==> src/rtl/shift_expander.sv <==
// Serial-in / parallel-out shift register with parallel load, a registered
// cascade output, a frame counter and either a latched or a gated parallel view.
module shift_expander #(
  parameter int WIDTH     = 10,
  parameter bit LATCH_OUT = 1'b1
) (
  input  logic                     cp,
  input  logic                     rst,
  input  logic                     data,
  input  logic                     shift,
  input  logic                     load,
  input  logic [WIDTH-1:0]         d_in,
  input  logic                     e,
  output logic [WIDTH-1:0]         p_out,
  output logic                     s_out,
  output logic                     frame_done,
  output logic [$clog2(WIDTH)-1:0] bit_cnt
);

  localparam int CW = $clog2(WIDTH);
  localparam logic [CW-1:0] CNT_LAST = CW'(WIDTH - 1);

  logic [WIDTH-1:0] sr;

  // load wins over shift; s_out only moves on a true shift edge
  always_ff @(posedge cp or posedge rst) begin
    if (rst) begin
      sr         <= '0;
      s_out      <= 1'b0;
      bit_cnt    <= '0;
      frame_done <= 1'b0;
    end else begin
      frame_done <= 1'b0;
      if (load) begin
        sr      <= d_in;
        bit_cnt <= '0;
      end else if (shift) begin
        sr    <= {sr[WIDTH-2:0], data};
        s_out <= sr[WIDTH-1];
        if (bit_cnt == CNT_LAST) begin
          bit_cnt    <= '0;
          frame_done <= 1'b1;
        end else begin
          bit_cnt <= bit_cnt + CW'(1);
        end
      end
    end
  end

  generate
    if (LATCH_OUT) begin : g_latched
      logic [WIDTH-1:0] olat;

      always_ff @(posedge cp or posedge rst) begin
        if (rst) begin
          olat <= '0;
        end else if (e) begin
          olat <= sr;
        end
      end

      always_comb begin
        p_out = olat;
      end
    end else begin : g_live
      always_comb begin
        p_out = e ? sr : '0;
      end
    end
  endgenerate

endmodule

==> config.mk <==
export PLATFORM = sky130hd
export DESIGN_NAME = shift_expander
export DESIGN_NICKNAME = d
export VERILOG_FILES = /design/src/rtl/shift_expander.sv
export SDC_FILE = /design/constraint.sdc
export NUM_CORES = 1
export LEC_CHECK = 0
export CAP_MARGIN = 15
export CORE_ASPECT_RATIO = 0.8
export CORE_MARGIN = 2
export CORE_UTILIZATION = 49
export CTS_BUF_LIST = sky130_fd_sc_hd__clkbuf_4
export DETAILED_ROUTE_END_ITERATION = 10
export PLACE_DENSITY = 0.82
export SLEW_MARGIN = 30
export SYNTH_ARGS = -nofsm -noshare
export SYNTH_HDL_FRONTEND = slang
export SYNTH_SLANG_ARGS = --single-unit
==> constraint.sdc <==
create_clock -name cp -period 1.5 [get_ports cp]
set_input_delay 0.225 -clock cp [delete_from_list [all_inputs] [get_ports cp]]
set_output_delay 0.225 -clock cp [all_outputs]
set_load 0.05 [all_outputs]
### Word-level counts from Yosys, hierarchy flattened

Index checks and enable logic that the tools add are counted.

| word-level totals | value |
|---|---|
| output and inout port bits | 16 |
| bits in registers | 26 |
| bits of input ports | 16 |
| word-level logic and storage cells | 18 |

| cells by class | value |
|---|---|
| reduce and logical (&&, ||, !) cells | 2 |
| add/sub/neg operators | 1 |
| bitwise gates (word level) | 1 |
| equal/unequal tests | 1 |
| multiplexer cells | 8 |

Operators with widths:

| operator | count |
|---|---|
| 10-bit two-way mux | 2 |
| 4-bit two-way mux | 3 |
| 4-bit by 1-bit adder with 4-bit output, second input constant | 1 |
| 4-bit == test, second input constant | 1 |
| 1-bit two-way mux | 3 |
| 2-bit AND reduction | 1 |
| 2-bit nonzero test | 1 |
| 1-bit NOT | 1 |

### Longest topological paths before layout

Gate-level depths: netlist of the first run.

| depth | value |
|---|---|
| depth after elaboration | 4 |
| gate-level depth with buffers | 5 |
| depth with buffers taken out | 5 |

### Worst setup path after synthesis of the first run

Ideal clock, no wire load.

| timing | value |
|---|---|
| path kind | register -> register |
| start | reg bit_cnt[1] |
| end | reg bit_cnt[2] |
| setup slack | -0.091 ns |
| period minus slack after synthesis | 1.591 ns |
| stages on the path, launching flop included | 6 |
| library setup time | 0.074 ns |
| data required time | 1.426 ns |
| arrival time | 1.516 ns |
| path buffers | 0 |
| cells stage by stage | dfrtp_1 > inv_1 > ha_1 > nand3b_2 > or3b_1 > a21oi_2 |

| on the way | value |
|---|---|
| word-level cells in the longest chain between the ends | 4 |
| elaborated cells on any way between the ends | 5 |
| classes of those cells | add/sub (1); eq/ne (1); mux (3) |

Ends and longest elaborated chain:

| what | line | source |
|---|---|---|
| from (decl) | 17 | `output logic [$clog2(WIDTH)-1:0] bit_cnt` |
| from (signal assigned) | 44 | `bit_cnt <= bit_cnt + CW'(1);` |
| 4-bit by 1-bit adder with 4-bit output or 4-bit == test (tied branches) | 44, 40 |  |
| 4-bit two-way mux * | 40 | `if (bit_cnt == CNT_LAST) begin` |
| 4-bit two-way mux * | 37 | `end else if (shift) begin` |
| 4-bit two-way mux * | 34 | `if (load) begin` |

Mark *: on every way between the ends. The rest lies on a longest branch, timed or not. The select of a mux whose other input is x is not followed.
A chain may end at the register's enable or synchronous reset.

### Final worst setup path of the first run

| timing | value |
|---|---|
| start | reg bit_cnt[0] |
| end | reg bit_cnt[2] |

The elaborated chain is that of the path after synthesis.

==> results of run 1 <==
area by class of cell:
| cell class | count | area share, % |
|---|---|---|
| clock buffer | 4 | 1.945 |
| timing repair buffer | 37 | 23.66 |
| tap | 25 | 2.026 |
| multi-input combinational | 62 | 29.58 |
| inverter | 2 | 0.4862 |
| sequential | 26 | 42.30 |
critical path, stage by stage (launching register included):
cell	delay [ps]
dfrtp_2	490
ha_1	240
nand3b_2	110
or3b_1	380
a21oi_2	120
logic make-up (layout without fill, tap and decap cells):
family / after synthesis / count (layout) / share of synthesized area, %
multiplexers: 21 / 21 / 19.61
AND/OR/NAND/NOR: 22 / 22 / 10.19
AO/OA/AOI/OAI: 17 / 17 / 7.996
flip-flops: 26 / 26 / 56.95
adder cells (fa/ha/maj): 2 / 2 / 2.190
buffers and inverters: 7 / 43 / 3.066
synthesized netlist by cell type (2+ instances only):
cell type	number	area (µm²)
dfrtp_1	26	650.6
nand2_1	13	48.80
o21ai_0	12	60.06
mux2_2	11	123.9
mux2i_1	10	100.1
a21oi_1	3	15.01
nand2b_1	3	18.77
buf_4	2	15.01
clkbuf_1	2	7.510
ha_1	2	25.02
inv_1	2	7.510
nand3b_1	2	15.01
flip-flops by register name, indices dropped and copies added, names as in the netlist:
register	flops
frame_done	1
p_out	10
sr	10
s_out	1
bit_cnt	4
layer usage:
| layer | wire, µm | GRT usage, % | part of all wire, % | up-vias |
|---|---|---|---|---|
| met3 | 133 | 6.061 | 6.0 | 0 |
| li1 | - | - | - | 400 |
| met1 | 1034 | 21.54 | 46 | 411 |
| met4 | 0 | 2.791 | 0 | 0 |
| met5 | 0 | 0 | 0 | - |
| met2 | 1058 | 31.36 | 48 | 24 |
power groups by stage:
stage | Clock (mW) | Sequential [mW] | Combinational, mW
after CTS | 0.319 | 0.833 | 0.470
after floorplan | 0 | 1.01 | 0.125
after detailed placement | 0 | 0.847 | 0.470
final | 0.318 | 0.833 | 0.465
after global placement | 0 | 0.843 | 0.459
after global routing | 0.354 | 0.842 | 0.491
how the worst max path moves through the flow:
stage | startpoint | to | slack, ps | depth (start not counted)
floorplan | bit_cnt[1]$_DFFE_PP0P_ | bit_cnt[2]$_DFFE_PP0P_ | 60 | 5
global placement | shift | s_out$_DFFE_PP0P_ | 60 | 4
detailed placement | shift | s_out$_DFFE_PP0P_ | 30 | 4
CTS | bit_cnt[0]$_DFFE_PP0P_ | bit_cnt[2]$_DFFE_PP0P_ | 90 | 4
global route | bit_cnt[0]$_DFFE_PP0P_ | bit_cnt[2]$_DFFE_PP0P_ | 10 | 4
finish | bit_cnt[0]$_DFFE_PP0P_ | bit_cnt[2]$_DFFE_PP0P_ | 90 | 4
metrics by stage:
stage | instances | hold slack [ps] | setup WS, ps
after floorplan | 95 | 264.9 | 64.82
after global placement | 152 | 490.9 | 59.47
after detailed placement | 152 | 496.7 | 30.94
after CTS | 156 | 256.9 | 88.07
after global routing | 156 | 249.7 | 11.84
final | 156 | 243.3 | 93.56
==> run_summary.xml, run 1 <==
<?xml version="1.0" encoding="UTF-8"?>
<metrics>
  <group name="clocking">
    <metric name="cts.clk_slew.worst_paths" unit="ps">140</metric>
    <metric name="ctsLongestPathBuffers" unit="">2</metric>
    <metric name="cts.htree.levels" unit="">1</metric>
    <metric name="ctsRootBufferMaster" unit="">clkbuf_4</metric>
    <metric name="tritoncts" unit="">yes</metric>
    <metric name="number_of_cells_upsized_or_downsized_after_cts" unit="">0</metric>
    <metric name="cts_hold_buffers" unit="">0</metric>
    <metric name="cts.sinks" unit="">26</metric>
    <metric name="numCtsBuffers" unit="">3</metric>
    <metric name="setup_repair_bufs_after_cts" unit="">0</metric>
    <metric name="worstSkewPairLatency" unit="ps">320</metric>
  </group>
  <group name="power_and_ir_drop">
    <metric name="report.power.total" unit="mW">1.616</metric>
    <metric name="power_switching_share" unit="%">32.69</metric>
    <metric name="pwr_density_cell" unit="nW/µm²">1046</metric>
    <metric name="clock_network_fraction_of_total_power" unit="%">19.7</metric>
    <metric name="power_report.internal_total" unit="mW">1.087</metric>
    <metric name="power.ir.vdd_worst" unit="mV">0.8391</metric>
    <metric name="p_seq_share" unit="%">51.6</metric>
    <metric name="leakage_power_figure" unit="nW">0.7151</metric>
    <metric name="comb_power_share" unit="%">28.8</metric>
    <metric name="total_switching_power" unit="mW">0.5283</metric>
  </group>
  <group name="sta">
    <metric name="layout_min_cycle_time" unit="ps">1406</metric>
    <metric name="fmax" unit="MHz">711.0</metric>
    <metric name="timing.final.max_slew_violations" unit="">0</metric>
    <metric name="finClkSkew" unit="ps">7.130</metric>
    <metric name="setup_viol_count_final" unit="">0</metric>
    <metric name="worst_pin_slew" unit="ps">324.2</metric>
    <metric name="timing.final.hold_violations" unit="">0</metric>
    <metric name="final_clock_period_utilization_by_the_worst_path" unit="%">93.76</metric>
    <metric name="maxSlewHeadroom" unit="%">78.39</metric>
    <metric name="grt_setup_unrepaired" unit="">false</metric>
    <metric name="total_negative_slack_for_setup_checks" unit="ps">0</metric>
  </group>
  <group name="global_routing">
    <metric name="grt-ovfl-total" unit="">0</metric>
    <metric name="first_global_vias" unit="">789</metric>
    <metric name="grt_use_total" unit="%">17.57</metric>
    <metric name="grt_first_pass_wirelength" unit="µm">3477</metric>
    <metric name="maximum_number_of_pins_on_one_net_before_global_route_repair" unit="">27</metric>
    <metric name="antenna_found_initial" unit="">0</metric>
  </group>
  <group name="worst_setup_path">
    <metric name="worst_setup_path_start_kind" unit="">flip-flop</metric>
    <metric name="critPathCaptureType" unit="">flip-flop</metric>
    <metric name="cp_data_required_time" unit="ps">1750</metric>
    <metric name="regToRegEndpoint" unit="">bit_cnt[2]$_DFFE_PP0P_</metric>
    <metric name="worst-path-max-fanout" unit="">7</metric>
    <metric name="critPathKind" unit="">reg -&gt; reg</metric>
    <metric name="reg2reg_slack" unit="ps">90</metric>
    <metric name="r2r_start" unit="">bit_cnt[0]$_DFFE_PP0P_</metric>
    <metric name="reg2reg_depth" unit="">4</metric>
    <metric name="critical_path_arrival" unit="ps">1660</metric>
  </group>
  <group name="yosys">
    <metric name="yosys_most_used_dff" unit="">dfrtp_1</metric>
    <metric name="syn_area" unit="µm²">1142</metric>
    <metric name="synth_edf_count" unit="">0</metric>
    <metric name="synthesis.instances" unit="">95</metric>
    <metric name="post_synth.cell_area_avg" unit="µm²">12.02</metric>
    <metric name="postSynth.asyncResetShare" unit="%">100.0</metric>
    <metric name="synth.ff_latch_count" unit="">26</metric>
    <metric name="synthesis.yosys.warnings" unit="">0</metric>
    <metric name="synth.lib_cells_used.distinct" unit="">19</metric>
    <metric name="synth_nets" unit="">113</metric>
    <metric name="sequential_fraction_of_the_synthesis_area" unit="%">56.96</metric>
  </group>
  <group name="cells_and_area">
    <metric name="finalNetCount" unit="">150</metric>
    <metric name="nFillCells" unit="">173</metric>
    <metric name="drive_gt1_share" unit="%">31.30</metric>
    <metric name="final_core_utilization" unit="%">70.92</metric>
    <metric name="areaGrowthSynthToFinish" unit="%">35.16</metric>
    <metric name="finalInstanceArea" unit="µm²">1544</metric>
    <metric name="layout.cells.most_common_list" unit="">dfrtp_1 (24), buf_4 (18), clkdlybuf4s50_1 (15)</metric>
    <metric name="multiInputGateArea" unit="µm²">456.7</metric>
    <metric name="insertedDiodeCount" unit="">0</metric>
    <metric name="seqCellArea" unit="µm²">653.1</metric>
    <metric name="layout_commonest_cell" unit="">dfrtp_1</metric>
  </group>
  <group name="route">
    <metric name="drt_wl_total" unit="µm">2227</metric>
    <metric name="drt_first_iter_violations" unit="">6</metric>
    <metric name="postRouteAntennaNets" unit="">0</metric>
    <metric name="drc" unit="">0</metric>
    <metric name="vias_after_detailed_routing" unit="">835</metric>
    <metric name="avgViaCountPerCell" unit="">5.353</metric>
    <metric name="detail_route.wl_per_cell" unit="µm">14.28</metric>
    <metric name="detail_route.first_pass.iterations" unit="">4</metric>
  </group>
  <group name="placed_design">
    <metric name="post_dp_cell_area" unit="µm²">1514</metric>
    <metric name="hpwl_reported_at_the_end_of_detailed_placement" unit="µm">1682</metric>
    <metric name="gp_congestion" unit="">0.7301</metric>
    <metric name="number_of_port_buffers" unit="">31</metric>
  </group>
  <group name="floorplan">
    <metric name="start_util" unit="%">52.47</metric>
    <metric name="die_width" unit="µm">57.98</metric>
    <metric name="coreArea" unit="µm²">2177</metric>
    <metric name="die_h" unit="µm">47.19</metric>
    <metric name="boundaryPins" unit="">32</metric>
    <metric name="fp-row-count" unit="">15</metric>
    <metric name="die-area" unit="µm²">2736</metric>
  </group>
  <group name="worst_hold_path">
    <metric name="timing.hold.worst.class" unit="">in -&gt; async</metric>
  </group>
  <group name="flow_run">
    <metric name="maxCapViolations" unit="">0</metric>
  </group>
  <group name="outcome">
    <metric name="status" unit="">finished, final reports clean</metric>
  </group>
</metrics>
No activity file was read; power rests on OpenSTA's default activity.
==> run 2: changes to the inputs <==
Settings changed: SLEW_MARGIN 30 to 10.
==> results of run 2 <==
Final layout, timing and power as in run 1 (identical DEF).
